File: src/rtl/loader_pkg.sv
// Shared types and constants for the instruction loader.
//   state_e        : loader FSM states
//   BYTES_PER_WORD : stream bytes packed into one instruction word
//   CHK_WIDTH      : width of the running XOR checksum
package loader_pkg;

    localparam int unsigned BYTES_PER_WORD = 4;
    localparam int unsigned CHK_WIDTH      = 8;

    typedef enum logic [2:0] {
        StIdle,
        StLenLo,
        StLenHi,
        StData,
        StChk,
        StDone,
        StErr
    } state_e;

endpackage

File: src/rtl/loader_word_pack.sv
// Packs a little-endian byte stream into instruction words.
//   clk, rst      : clock, asynchronous active-high reset
//   clear_i       : restart packing at byte 0 (new frame)
//   byte_valid_i  : byte_i is a data byte to pack this cycle
//   byte_i        : stream byte
//   last_byte_o   : the next packed byte completes a word
//   word_valid_o  : 1-cycle pulse, word_o holds a freshly completed word
//   word_o        : last completed word (held until the next one completes)
module loader_word_pack
    import loader_pkg::*;
(
    input  logic                        clk,
    input  logic                        rst,
    input  logic                        clear_i,
    input  logic                        byte_valid_i,
    input  logic [7:0]                  byte_i,
    output logic                        last_byte_o,
    output logic                        word_valid_o,
    output logic [8*BYTES_PER_WORD-1:0] word_o
);

    localparam int unsigned WordW = 8 * BYTES_PER_WORD;

    logic [1:0]       cnt_q, cnt_d;
    logic [WordW-9:0] shift_q, shift_d;
    logic [WordW-1:0] word_q, word_d;
    logic             valid_q, valid_d;

    // Completed words move into a separate holding register, so byte 0 of the
    // next word can be accepted while the previous word is being written.
    always_comb begin
        cnt_d   = cnt_q;
        shift_d = shift_q;
        word_d  = word_q;
        valid_d = 1'b0;
        if (clear_i) begin
            cnt_d = 2'd0;
        end else if (byte_valid_i) begin
            case (cnt_q)
                2'd0:    shift_d[7:0]   = byte_i;
                2'd1:    shift_d[15:8]  = byte_i;
                2'd2:    shift_d[23:16] = byte_i;
                default: begin
                    word_d  = {byte_i, shift_q};
                    valid_d = 1'b1;
                end
            endcase
            cnt_d = cnt_q + 2'd1;
        end
    end

    always_ff @(posedge clk or posedge rst) begin
        if (rst) begin
            cnt_q   <= 2'd0;
            shift_q <= '0;
            word_q  <= '0;
            valid_q <= 1'b0;
        end else begin
            cnt_q   <= cnt_d;
            shift_q <= shift_d;
            word_q  <= word_d;
            valid_q <= valid_d;
        end
    end

    assign last_byte_o  = (cnt_q == 2'd3);
    assign word_valid_o = valid_q;
    assign word_o       = word_q;

endmodule

File: src/rtl/instr_loader.sv
// Instruction memory loader: receives a framed program image over a byte link,
// writes it into the instruction RAM and holds the CPU until the image is verified.
// Frame: LEN_LO, LEN_HI (word count N), 4*N data bytes (LE), XOR checksum byte.
//   clk, rst   : clock, asynchronous active-high reset
//   start      : begin a load (only from idle, done or error)
//   rx_data/rx_valid/rx_ready : byte stream in, transfer on rx_valid & rx_ready
//   we/waddr/wdata            : instruction RAM write port (word addressed)
//   cpu_hold   : 1 keeps the CPU in reset, released only once the load is good
//   done/error : load complete and verified / checksum or length failure
module instr_loader
    import loader_pkg::*;
#(
    parameter int unsigned DATA_WIDTH = 32,
    parameter int unsigned ADDR_WIDTH = 16
) (
    input  logic                  clk,
    input  logic                  rst,
    input  logic                  start,
    input  logic [7:0]            rx_data,
    input  logic                  rx_valid,
    output logic                  rx_ready,
    output logic                  we,
    output logic [ADDR_WIDTH-1:0] waddr,
    output logic [DATA_WIDTH-1:0] wdata,
    output logic                  cpu_hold,
    output logic                  done,
    output logic                  error
);

    localparam int unsigned MaxWords = 2 ** ADDR_WIDTH;

    state_e                 state_q, state_d;
    logic [15:0]            len_q, len_d;
    logic [15:0]            words_q, words_d;
    logic [ADDR_WIDTH-1:0]  waddr_q, waddr_d;
    logic [CHK_WIDTH-1:0]   chk_q, chk_d;
    logic                   rx_ready_q, rx_ready_d;
    logic                   cpu_hold_q, cpu_hold_d;
    logic                   done_q, done_d;
    logic                   error_q, error_d;

    logic                   accept;
    logic                   start_ok;
    logic                   data_byte;
    logic                   last_byte;
    logic                   word_valid;
    logic [15:0]            len_full;

    assign accept    = rx_valid & rx_ready_q;
    assign start_ok  = start & (state_q inside {StIdle, StDone, StErr});
    assign data_byte = accept & (state_q == StData);
    assign len_full  = {rx_data, len_q[7:0]};

    loader_word_pack u_pack (
        .clk          (clk),
        .rst          (rst),
        .clear_i      (start_ok),
        .byte_valid_i (data_byte),
        .byte_i       (rx_data),
        .last_byte_o  (last_byte),
        .word_valid_o (word_valid),
        .word_o       (wdata)
    );

    always_comb begin
        state_d = state_q;
        len_d   = len_q;
        words_d = words_q;
        chk_d   = chk_q;
        waddr_d = waddr_q;
        if (word_valid) begin
            waddr_d = waddr_q + 1'b1;
        end
        unique case (state_q)
            StIdle, StDone, StErr: begin
                if (start) begin
                    state_d = StLenLo;
                    chk_d   = '0;
                    waddr_d = '0;
                    words_d = '0;
                end
            end
            StLenLo: begin
                if (accept) begin
                    len_d[7:0] = rx_data;
                    state_d    = StLenHi;
                end
            end
            StLenHi: begin
                if (accept) begin
                    len_d = len_full;
                    if (32'(len_full) > MaxWords) begin
                        state_d = StErr;
                    end else if (len_full == 16'd0) begin
                        state_d = StChk;
                    end else begin
                        state_d = StData;
                    end
                end
            end
            StData: begin
                if (accept) begin
                    chk_d = chk_q ^ rx_data;
                    if (last_byte) begin
                        words_d = words_q + 16'd1;
                        if (words_q == len_q - 16'd1) begin
                            state_d = StChk;
                        end
                    end
                end
            end
            StChk: begin
                if (accept) begin
                    state_d = (rx_data == chk_q) ? StDone : StErr;
                end
            end
            default: state_d = StIdle;
        endcase

        // Status outputs are registered copies of the next state.
        rx_ready_d = state_d inside {StLenLo, StLenHi, StData, StChk};
        cpu_hold_d = (state_d != StDone);
        done_d     = (state_d == StDone);
        error_d    = (state_d == StErr);
    end

    always_ff @(posedge clk or posedge rst) begin
        if (rst) begin
            state_q    <= StIdle;
            len_q      <= '0;
            words_q    <= '0;
            chk_q      <= '0;
            waddr_q    <= '0;
            rx_ready_q <= 1'b0;
            cpu_hold_q <= 1'b1;
            done_q     <= 1'b0;
            error_q    <= 1'b0;
        end else begin
            state_q    <= state_d;
            len_q      <= len_d;
            words_q    <= words_d;
            chk_q      <= chk_d;
            waddr_q    <= waddr_d;
            rx_ready_q <= rx_ready_d;
            cpu_hold_q <= cpu_hold_d;
            done_q     <= done_d;
            error_q    <= error_d;
        end
    end

    assign rx_ready = rx_ready_q;
    assign we       = word_valid;
    assign waddr    = waddr_q;
    assign cpu_hold = cpu_hold_q;
    assign done     = done_q;
    assign error    = error_q;

endmodule
File: config.mk
export PLATFORM = sky130hd
export DESIGN_NAME = instr_loader
export DESIGN_NICKNAME = d
export VERILOG_FILES = /design/src/rtl/loader_pkg.sv /design/src/rtl/loader_word_pack.sv /design/src/rtl/instr_loader.sv
export SDC_FILE = /design/constraint.sdc
export NUM_CORES = 1
export LEC_CHECK = 0
export ABC_AREA = 1
export BUFFER_PORTS_ARGS = -buffer_cell sky130_fd_sc_hd__buf_2
export CAP_MARGIN = 15
export CORE_AREA = 2 2 98 100
export CTS_BUF_LIST = sky130_fd_sc_hd__clkbuf_4 sky130_fd_sc_hd__clkbuf_8
export DETAILED_ROUTE_END_ITERATION = 6
export DIE_AREA = 0 0 100 102
export MAX_ROUTING_LAYER = met4
export PLACE_DENSITY = 0.89
export REMOVE_ABC_BUFFERS = 1
export SLEW_MARGIN = 20
export SYNTH_ARGS = -nofsm -noshare
export SYNTH_HDL_FRONTEND = slang
export SYNTH_SLANG_ARGS = --single-unit
File: constraint.sdc
create_clock -name clk -period 7.58 [get_ports clk]
set_input_delay 1.137 -clock clk [delete_from_list [all_inputs] [get_ports clk]]
set_output_delay 1.137 -clock clk [all_outputs]
set_load 0.005 [all_outputs]
==> metrics.md, run 1 <==
| Metric | Value |
|---|---|
| Pwr/cell area | `305 nW/um^2` |
| Share of layout cells above drive strength 1 | `between 10% and 20%` |
| Sw Share | `between 30% and 40%` |
| Clock power frac | `roughly 30%` |
| Leakage | `3.53 nW` |
| Unique masters post-synth | `43` |
| Reg clk slew, reported paths | `about 0.080 ns` |
| DRC Markers | `0` |
| YS warnings | `0` |
| Number of global-route vias before repair | `a little under 5k` |
| Post-Synth Simple-Gate Area | `between 20% and 30%` |
| Compound-Gate Fraction of Synth Area | `between 10% and 20%` |
| Final Slew Violations | `0` |
| Worst hold path class | `flop to flop` |
| Worst path required time | `slightly below 8 ns` |
| Synth Area in XOR/XNOR | `under 10%` |
| Worst setup EP type | `flop` |
| Dpl ws | `4.19 ns` |
| Yosys reg bits | `about 120` |
| RSZ-0062 raised after global routing | `no` |
| Vias/cell | `5.64` |
| I/O Buffers | `64` |
| Area grow syn2layout | `14.1%` |
| First-pass GRT wire length | `22800 um` |
| Max VDD drop | `roughly 0.00019 V` |
| Worst path max stage delay | `roughly 0.54 ns` |
| Psw | `around 760 uW` |
| Number of synthesized flops with an enable pin | `0` |
| Clk buf depth | `2` |
| Postcts setup bufs | `0` |
| Top cell type's share of synthesized area | `51.8%` |
| # setup viols final | `0` |
| Max cap viols | `0` |
| Sequential power share | `43.3%` |
| Die area | `around 10000 um^2` |
| Post-layout util | `around three quarters` |
| Wirelength, routed | `13800 um` |
| Slew HR | `41.8%` |
| Arr. time, crit path | `2.96 ns` |
| Adder-cell area share of the yosys netlist | `between 1.5 and 2%` |
| Synth Area per Inst | `8.32 um^2` |
| Filler Cells Inserted | `656` |
| Largest family of logic cells by synthesized area | `simple AND/OR/NAND/NOR gates` |
| Root Buffer | `clkbuf_8` |
| Synth Flop Type | `dfrtp_1` |
| Top-Level Pins | `65` |
| Row cnt | `35` |
| Die Width | `100 um` |
| Slowest cell on crit path | `inv_2` |
| Core box area | `a little over 9000 um^2` |
| CP Launch Type | `flop` |
| GRT overflow | `0` |
| Clock Latency Late Sink | `~0.43 ns` |
| Seq/Total Area, Yosys | `a little over half` |
| Post-synth top area cell | `dfrtp_1` |
| Path depth of the worst reg2reg path | `8` |
| F_max | `a little under 400 MHz` |
| Final std cells w/o fill | `around 900` |
| Placed Instance Area | `6250 um^2` |
| Internal | `roughly 1.3 mW` |
| Vias post-DR | `a little over 5k` |
| # resized after CTS | `0` |
| Post-DR wirelength/cell | `~15 um` |
| Crit-path max FO | `41` |
| Post-route cell area | `about 6700 um^2` |
| Post-route ant nets | `0` |
| Gp weighted congestion | `between 0.9 and 1` |
| Hold WS | `roughly 0.48 ns` |
| Multiplexer share of the synthesized area | `0%` |
| TritonCTS clock tree | `done` |
| Status | `completed` |
| Skew final | `roughly 0.017 ns` |
| Combinational Power Share | `26.7%` |
| Initial antenna violation count | `0` |
| Worst-Margin Slew | `between 0.8 and 0.9 ns` |
| Most frequent cell after synthesis | `nand2_1` |
| Pin count of the biggest net entering global routing | `88` |
| Fraction of registers with async set/reset | `100%` |
| Initial Util | `between 60 and 70%` |
| Delay-heaviest family, CP | `simple AND/OR/NAND/NOR gates` |
| Final net count | `a little under 800` |
| # hold bufs at CTS | `0` |
| DRT iter0 DRCs | `324` |
| Synth top cells by count | `224 x nand2_1, 121 x dfrtp_1, 73 x o21ai_0, 63 x inv_1, 63 x nor2_1` |
| H-tree Lvls | `4` |
| First-pass detailed-route iteration total | `5` |
| Period minus WS final | `2.60 ns` |
| Hold depth | `2` |
| Die Y | `between 100 and 150 um` |
| Hold Violations, Final | `0` |
| Final period utilization | `about a third` |
| DP Cell Count | `between 800 and 900` |
| Synth top area cells | `dfrtp_1 52%, nand2_1 14%, o21ai_0 6.2%, inv_1 4.0%, nor2_1 4.0%` |
| Post-DP HPWL | `9610 um` |
| Diodes inserted | `0` |
| Syn Std Cell Area | `approximately 5800 um^2` |
| CTS Sinks | `between 100 and 150` |
| Critical path depth in cells | `8` |
| Sum Neg Setup Slack | `0 ns` |
| CP most frequent cell | `inv_2` |
| Crit Path Category | `flop to flop` |
| Setup ws final | `approximately 5.0 ns` |
| GR Util All Layers | `between 20 and 30%` |
| CP cell instances | `inv_2 -> nor3_4 -> inv_2 -> nor2_4 -> nand2_2 -> inv_2 -> nand2_1 -> nand2_1` |
| WP buf/inv | `3` |
| Total power | `a little over 2 mW` |
| Syn Inst Count | `approximately 700` |
| Num CTS Buffers | `17` |
worst reg2reg max path, cell delays in order (launching register included):
cell and delay [ns]:
dfrtp_1 0.47, inv_2 0.10, nor3_4 0.37, inv_2 0.11, nor2_4 0.25, nand2_2 0.47
inv_2 0.55, nand2_1 0.13, nand2_1 0.10
routing by layer:
metal | vias to the layer above | share of wire, % | routed length (um) | global-route usage [%]
li1 | 2402 | - | - | -
met4 | 0 | 2.2 | 310 | 11.9
met5 | - | 0 | 0 | -
met2 | 196 | 51 | 7040 | 49.3
met3 | 32 | 6.3 | 864 | 5.88
met1 | 2422 | 40 | 5580 | 36.1
cells in the final DEF (no fill, tap or decap), types with 2 or more instances in the layout:
cell type    n
nor3_1      10
inv_2        5
buf_2       64
nor2_2       2
ha_1         8
nand3_1     24
o21bai_2     2
nor2_4       2
nand2_2      3
xor2_1      16
nand4_1      7
o21ai_0     73
dfrtp_1    121
clkbuf_8    18
nand2_4      3
and2_1       2
a21oi_1     18
inv_6        7
inv_1       62
nor2_1      63
a31oi_1      3
xnor2_1      9
o21ai_1      2
nor4_1       5
a22o_1       4
bufinv_16    2
nand3_2      4
inv_8        3
o31ai_1      2
nand2_1    223
power by group through the flow:
| stage | clock network (mW) | logic (mW) | registers (mW) |
|---|---|---|---|
| 5_1_grt | 0.644 | 0.622 | 0.894 |
| 2_1_floorplan | 0 | 0.406 | 0.861 |
| 4_1_cts | 0.619 | 0.543 | 0.877 |
| 3_3_place_gp | 0 | 0.504 | 0.881 |
| 6_report | 0.611 | 0.544 | 0.881 |
| 3_5_place_dp | 0 | 0.532 | 0.888 |
registers in the layout (all words and copies together), names as in the netlist, 2 cells and up:
| register | cells |
|---|---|
| chk_q | 8 |
| len_q | 16 |
| words_q | 16 |
| u_pack.cnt_q | 2 |
| waddr | 16 |
| u_pack.word_o | 32 |
| u_pack.shift_q | 24 |
| state_q | 3 |
cell families (layout without fill, tap and decap cells):
kind of cell | count (synthesis) | after routing
AO/OA/AOI/OAI | 110 | 110
XOR/XNOR | 25 | 25
adder cells (fa/ha/maj) | 8 | 8
buffers and inverters | 83 | 165
flip-flops | 122 | 122
AND/OR/NAND/NOR | 355 | 355
layout make-up:
type                            count  area (um^2)  area share [%]
Sequential cell                   122         3050            45.8
Multi-Input combinational cell    498         2470            37.0
Timing Repair Buffer               65          332            4.97
Inverter                           68          258            3.86
Clock buffer                       18          248            3.71
Clock inverter                     14          171            2.57
Tap cell                          111          139            2.08
final timing paths:
path,from,end,slack [ns]
min in group asynchronous,rst,waddr[9],0.72
min,u_pack.shift_q[2],u_pack.word_o[2],0.48
min reg2reg,u_pack.shift_q[2],u_pack.word_o[2],0.48
max in group asynchronous,rst,len_q[3],5.78
max,state_q[0],u_pack.word_o[12],4.98
max reg2reg,state_q[0],u_pack.word_o[12],4.98
Note: power is estimated with default switching activity, not from simulation.
==> inputs of run 2 (changes only) <==
--- a/config.mk
+++ b/config.mk
@@ -8,12 +8,12 @@
 export ABC_AREA = 1
 export BUFFER_PORTS_ARGS = -buffer_cell sky130_fd_sc_hd__buf_2
 export CAP_MARGIN = 15
-export CORE_AREA = 2 2 98 100
+export CORE_AREA = 2 2 101 103
 export CTS_BUF_LIST = sky130_fd_sc_hd__clkbuf_4 sky130_fd_sc_hd__clkbuf_8
 export DETAILED_ROUTE_END_ITERATION = 6
-export DIE_AREA = 0 0 100 102
+export DIE_AREA = 0 0 103 105
 export MAX_ROUTING_LAYER = met4
-export PLACE_DENSITY = 0.89
+export PLACE_DENSITY = 0.85
 export REMOVE_ABC_BUFFERS = 1
 export SLEW_MARGIN = 20
 export SYNTH_ARGS = -nofsm -noshare
==> constraint.sdc (replaced) <==
create_clock -name clk -period 2.6 [get_ports clk]
set_input_delay 0.39 -clock clk [delete_from_list [all_inputs] [get_ports clk]]
set_output_delay 0.39 -clock clk [all_outputs]
set_load 0.005 [all_outputs]
==> metrics.md, run 2 (synthesis gave the netlist of run 1 again) <==
| Metric | Value |
|---|---|
| Post-layout util | `70.1%` |
| Post-route ant nets | `0` |
| Area grow syn2layout | `15.5%` |
| Reg2Reg Capture Point | `words_q[13]` |
| Clock Latency Late Sink | `roughly 0.43 ns` |
| Crit Path Category | `flop to flop` |
| Arr. time, crit path | `~2.5 ns` |
| Number of global-route vias before repair | `around 4.8k` |
| Leakage | `3.55 nW` |
| Pwr/cell area | `885 nW/um^2` |
| Die Y | `roughly 110 um` |
| Final net count | `roughly 800` |
| Commonest cells after routing, fill and taps aside | `224 x nand2_1, 121 x dfrtp_1, 73 x o21ai_0` |
| Filler Cells Inserted | `770` |
| Core box area | `9640 um^2` |
| Path depth of the worst reg2reg path | `10` |
| Initial antenna violation count | `0` |
| Row cnt | `36` |
| Share of layout cells above drive strength 1 | `16.3%` |
| Skew final | `~0.0094 ns` |
| Initial Util | `between 60% and 70%` |
| Top-Level Pins | `65` |
| M1 GR Usage | `37.2%` |
| Reg2reg setup slack | `approximately 0.38 ns` |
| Combinational Power Share | `around 27%` |
| Worst-Margin Slew | `~0.56 ns` |
| Hold Violations, Final | `0` |
| I/O Buffers | `64` |
| # setup viols final | `0` |
| GRT overflow | `0` |
| Worst setup EP type | `flop` |
| Pin count of the biggest net entering global routing | `between 40 and 50` |
| Dpl ws | `0.404 ns` |
| # hold bufs at CTS | `0` |
| Status | `completed` |
| Final period utilization | `a little under nine tenths` |
| Internal | `3.83 mW` |
| RSZ-0062 raised after global routing | `no` |
| Worst path required time | `roughly 2.9 ns` |
| Root Buffer | `clkbuf_8` |
| Crit-path max FO | `13` |
| Met3 usage | `6.02%` |
| Slew HR | `a little over three fifths` |
| H-tree Lvls | `4` |
| DRT iter0 DRCs | `354` |
| # resized after CTS | `0` |
| Worst hold path class | `input pin to asynchronous set/reset pin` |
| Final std cells w/o fill | `923` |
| Max VDD drop | `around 0.00053 V` |
| First-pass detailed-route iteration total | `5` |
| Num CTS Buffers | `17` |
| Gp weighted congestion | `about 0.98` |
| Post-DR wirelength/cell | `between 10 and 15 um` |
| Max cap viols | `0` |
| Post-DP HPWL | `about 9400 um` |
| GRT busiest layer | `met2` |
| DRC Markers | `0` |
| DP Cell Count | `around 890` |
| F_max | `451 MHz` |
| Vias post-DR | `just over 5k` |
| Die area | `~11000 um^2` |
| Die Width | `103 um` |
| Sequential power share | `between 40% and 50%` |
| Setup ws final | `around 0.38 ns` |
| Wirelength, routed | `13600 um` |
| Sw Share | `36.0%` |
| Postcts setup bufs | `0` |
| Clock power frac | `between 30% and 40%` |
| TritonCTS clock tree | `done` |
| Reg clk slew, reported paths | `~0.080 ns` |
| Vias/cell | `~5.5` |
| R2R Path Start | `state_q[2]` |
| Period minus WS final | `around 2.2 ns` |
| CTS Sinks | `between 100 and 150` |
| CP Launch Type | `flop` |
| Max reg flops | `32` |
| Final Slew Violations | `0` |
| CP endpoint | `words_q[13]` |
| Clk buf depth | `2` |
| CP Launch Point | `state_q[2]` |
| Psw | `2.15 mW` |
| First-pass GRT wire length | `22700 um` |
| GR Util All Layers | `27.3%` |
| Met2 Resource Use GR | `just over 40%` |
| Diodes inserted | `0` |
| Commonest non-fill, non-tap cell in the layout | `nand2_1` |
-- run 2: cell count changes in the layout (fill, tap and decap cells not counted), sizes merged --
cell      before  now
inv           78   71
buf           65   70
clkinvlp       1    4
clkbuf        18   20
bufinv         2    3
clkinv         1    2
-- run 2: cell type report --
class / count / area, um^2 / area share, %
multi-input cells: 498 / 2470 / 36.5
clock inverters: 12 / 163 / 2.41
well taps: 133 / 166 / 2.46
flip-flops and latches: 122 / 3050 / 45.2
repair buffers: 70 / 378 / 5.59
clock buffers: 20 / 269 / 3.98
inverters: 68 / 258 / 3.81
-- run 2: metrics by stage --
| step | total power, mW | hold slack [ns] | instance area, um^2 | TNS [ns] |
|---|---|---|---|---|
| after floorplan | 3.69 | 0.442 | 5780 | -124.90 |
| after global placement | 4.06 | 0.455 | 6320 | 0 |
| after detailed placement | 4.14 | 0.460 | 6320 | 0 |
| after CTS | 5.97 | 0.0264 | 6760 | 0 |
| after global routing | 6.35 | 0.0451 | 6760 | 0 |
| final | 5.98 | 0.0128 | 6760 | 0 |
-- run 2: worst min path at each step --
stage,from,end,depth (start not counted)
4_1_cts,rst,u_pack.word_o[22],2
5_1_grt,rst,u_pack.word_o[22],2
2_1_floorplan,u_pack.shift_q[0],u_pack.word_o[0],2
3_5_place_dp,u_pack.word_o[14],u_pack.word_o[14],2
3_3_place_gp,u_pack.shift_q[2],u_pack.word_o[2],2
6_report,rst,u_pack.word_o[22],2
-- run 2: routing by layer --
layer | wire [um] | part of all wire, %
met1 | 5990 | 44
met5 | 0 | 0
met4 | 231 | 1.7
met2 | 6570 | 48
met3 | 811 | 6.0
-- run 2: critical path: stages (launching register included) --
cell and delay, ns:
dfrtp_1 0.48, nor3_4 0.36, inv_2 0.10, nor2_4 0.24
nand2_2 0.12, nand2_4 0.16, nand2_4 0.10, nor4_4 0.19
nand3_2 0.11, o21ai_0 0.17, nor2_1 0.07
-- run 2: power by group through the flow --
stage	combinational, mW	clock (mW)	sequential, mW
2_1_floorplan	1.18	0	2.51
3_3_place_gp	1.50	0	2.56
6_report	1.61	1.82	2.56
3_5_place_dp	1.56	0	2.58
5_1_grt	1.82	1.93	2.60
4_1_cts	1.59	1.83	2.55
==> inputs of run 3 (changes only) <==
--- a/config.mk
+++ b/config.mk
@@ -5,15 +5,14 @@
 export SDC_FILE = /design/constraint.sdc
 export NUM_CORES = 1
 export LEC_CHECK = 0
-export ABC_AREA = 1
 export BUFFER_PORTS_ARGS = -buffer_cell sky130_fd_sc_hd__buf_2
 export CAP_MARGIN = 15
-export CORE_AREA = 2 2 101 103
+export CORE_AREA = 2 2 102 104
 export CTS_BUF_LIST = sky130_fd_sc_hd__clkbuf_4 sky130_fd_sc_hd__clkbuf_8
 export DETAILED_ROUTE_END_ITERATION = 6
-export DIE_AREA = 0 0 103 105
+export DIE_AREA = 0 0 104 106
 export MAX_ROUTING_LAYER = met4
-export PLACE_DENSITY = 0.85
+export PLACE_DENSITY = 0.84
 export REMOVE_ABC_BUFFERS = 1
 export SLEW_MARGIN = 20
 export SYNTH_ARGS = -nofsm -noshare
==> metrics.md, run 3 <==
| Metric | Value |
|---|---|
| Status | `completed` |
| Postcts setup bufs | `0` |
| DRT iter0 DRCs | `around 190` |
| Placed Instance Area | `about 6400 um^2` |
| Pwr/cell area | `approximately 1100 nW/um^2` |
| Core box area | `approximately 10000 um^2` |
| Delay-heaviest family, CP | `simple AND/OR/NAND/NOR gates` |
| Die area | `roughly 11000 um^2` |
| Reg clk slew, reported paths | `around 0.070 ns` |
| Max VDD drop | `between 0.0006 and 0.0007 V` |
| Number of synthesized flops with an enable pin | `0` |
| Pin count of the biggest net entering global routing | `between 50 and 60` |
| Gp weighted congestion | `~0.9` |
| TritonCTS clock tree | `done` |
| Total power | `between 7 and 8 mW` |
| Yosys reg bits | `around 120` |
| Top cell type's share of synthesized area | `51.5%` |
| Post-route ant nets | `0` |
| Fraction of registers with async set/reset | `100%` |
| Wirelength, routed | `between 10000 and 15000 um` |
| Leakage | `about 3 nW` |
| Area grow syn2layout | `17.1%` |
| F_max | `393 MHz` |
| Max reg flops | `32` |
| Most frequent cell after synthesis | `dfrtp_1` |
| Initial antenna violation count | `0` |
| Post-synth top area cell | `dfrtp_1` |
| # hold bufs at CTS | `0` |
| Die Y | `between 100 and 150 um` |
| Vias/cell | `5.77` |
| CP Launch Point | `len_q[2]` |
| YS warnings | `0` |
| WP buf/inv | `0` |
| Clock Latency Late Sink | `between 0.4 and 0.5 ns` |
| Initial Util | `~59%` |
| Synth Area per Inst | `~11 um^2` |
| Filler Cells Inserted | `between 700 and 800` |
| Synth Flop Type | `dfrtp_1` |
| Commonest non-fill, non-tap cell in the layout | `dfrtp_1` |
| Commonest cells after routing, fill and taps aside | `119 x dfrtp_1, 72 x mux2_2, 64 x buf_2` |
| Register area | `3060 um^2` |
| Row cnt | `37` |
| Reg2reg setup slack | `approximately 0.056 ns` |
| CTS Sinks | `around 120` |
| Seq/Total Area, Yosys | `roughly half` |
| Die Width | `about 100 um` |
| Root Buffer | `clkbuf_8` |
| First-pass GRT wire length | `between 20000 and 25000 um` |
| Num CTS Buffers | `17` |
| Post-DR wirelength/cell | `roughly 18 um` |
| Vias post-DR | `about 4.3k` |
| I/O Buffers | `between 60 and 70` |
| Met2 Resource Use GR | `45.3%` |
| Worst path max stage delay | `0.59 ns` |
| Post-route cell area | `around 6900 um^2` |
| First-pass detailed-route iteration total | `5` |
| Final period utilization | `~100%` |
| Top-Level Pins | `65` |
| Period minus WS final | `between 2 and 3 ns` |
| M1 GR Usage | `about a third` |
| Synth top cells by count | `121 x dfrtp_1, 72 x mux2_2, 47 x nand2_1, 40 x nor2_1, 34 x xor2_1` |
| Final Slew Violations | `0` |
| GRT overflow | `0` |
| Skew final | `roughly 0.008 ns` |
| Post-DP HPWL | `about 9300 um` |
| Crit-path max FO | `8` |
| Arr. time, crit path | `between 2 and 3 ns` |
| Worst setup EP type | `flop` |
| Worst path required time | `slightly below 3 ns` |
| Worst hold path class | `input pin to asynchronous set/reset pin` |
| Number of global-route vias before repair | `between 4k and 5k` |
| Syn Std Cell Area | `5880 um^2` |
| Clk buf depth | `2` |
| DRC Markers | `0` |
| Slowest cell on crit path | `or4_4` |
| GRT busiest layer | `met2` |
| Worst-Margin Slew | `slightly above 0.6 ns` |
| Hold Violations, Final | `0` |
| Area occupied by multi-input gates | `2710 um^2` |
| Synth top area cells | `dfrtp_1 51%, mux2_2 14%, xor2_1 5.1%, xnor2_1 3.1%, nand2_1 3.0%` |
| RSZ-0062 raised after global routing | `yes` |
| Final net count | `about 620` |
| Met3 usage | `slightly below 7%` |
| CP Launch Type | `flop` |
| R2R Path Start | `len_q[2]` |
| Max cap viols | `0` |
| Crit Path Category | `flop to flop` |
| Share of layout cells above drive strength 1 | `33.2%` |
| Unique masters post-synth | `just under 60` |
| H-tree Lvls | `4` |
| Diodes inserted | `0` |
| # setup viols final | `0` |
| CP cell instances | `or4_4 -> nor3_2 -> mux2_2 -> o21ai_0 -> a22o_2 -> or4b_1 -> a21oi_1` |
| Syn Inst Count | `roughly 530` |
| GR Util All Layers | `26.9%` |
| Slew HR | `roughly 60%` |
run 3: worst reg2reg max path, stage by stage, from the launching register on:
cell and delay (ns):
dfrtp_2 0.47, or4_4 0.59, nor3_2 0.23, mux2_2 0.35, o21ai_0 0.07, a22o_2 0.16
or4b_1 0.44, a21oi_1 0.15
run 3: where the power goes:
group / switching (mW) / leakage [nW] / internal, mW
Clock: 0.758 / 0.218 / 1.10
Sequential: 0.679 / 1.47 / 2.67
Combinational: 1.17 / 1.38 / 1.32
run 3: cell type report:
class | count | area share [%]
inverter | 11 | 0.636
clock inverter | 12 | 2.49
sequential | 122 | 44.4
timing repair buffer | 82 | 6.79
tap | 136 | 2.47
clock buffer | 20 | 3.90
multi-input combinational | 365 | 39.3
run 3: path summary, 6_finish.rpt:
kind / endpoint / cells past startpoint
max in group asynchronous: cpu_hold / 3
worst min register to register: u_pack.word_o[15] / 1
min in group clk: chk_q[2] / 3
worst max register to register: state_q[2] / 7
worst min-delay path: u_pack.word_o[16] / 2
worst max-delay path: state_q[2] / 7
run 3: stage by stage:
| step | worst slack [ns] | setup TNS (ns) | std cells | hold WS [ns] | utilization (%) |
|---|---|---|---|---|---|
| 4_1_cts | 0.0494 | 0 | 748 | 0.0170 | 68.6 |
| 2_1_floorplan | -1.03 | -124.90 | 498 | 0.475 | - |
| 6_report | 0.0562 | 0 | 748 | 0.0147 | 68.9 |
| 5_1_grt | -0.0733 | -0.106 | 748 | 0.0571 | 68.9 |
| 3_3_place_gp | 0.115 | 0 | 716 | 0.477 | 64.1 |
| 3_5_place_dp | -0.0114 | -0.0114 | 716 | 0.486 | 64.1 |
run 3: logic make-up (layout without fill, tap and decap cells):
group,count (synthesis),count (layout),synth area share [%]
simple gates,158,158,14.0
flops,122,122,51.9
xor+xnor,55,55,8.19
fa+ha+maj,8,8,1.70
mux,75,75,14.3
buf+inv,39,125,2.68
compound gates,69,69,7.21
run 3: what timing repair did:
| item | CTS | global route |
|---|---|---|
| endpoints found under the setup margin | 1 | 10 |
| pin swaps | 0 | 1 |
| hold endpoints to repair | 0 | 0 |
| gates resized for setup | 1 | 9 |
run 3: layer usage:
metal,share of wire [%],vias up,wire (um)
li1,-,1985,-
met1,41,2163,5550
met2,52,142,7090
met3,4.8,23,655
met4,1.7,0,234
met5,0,-,0
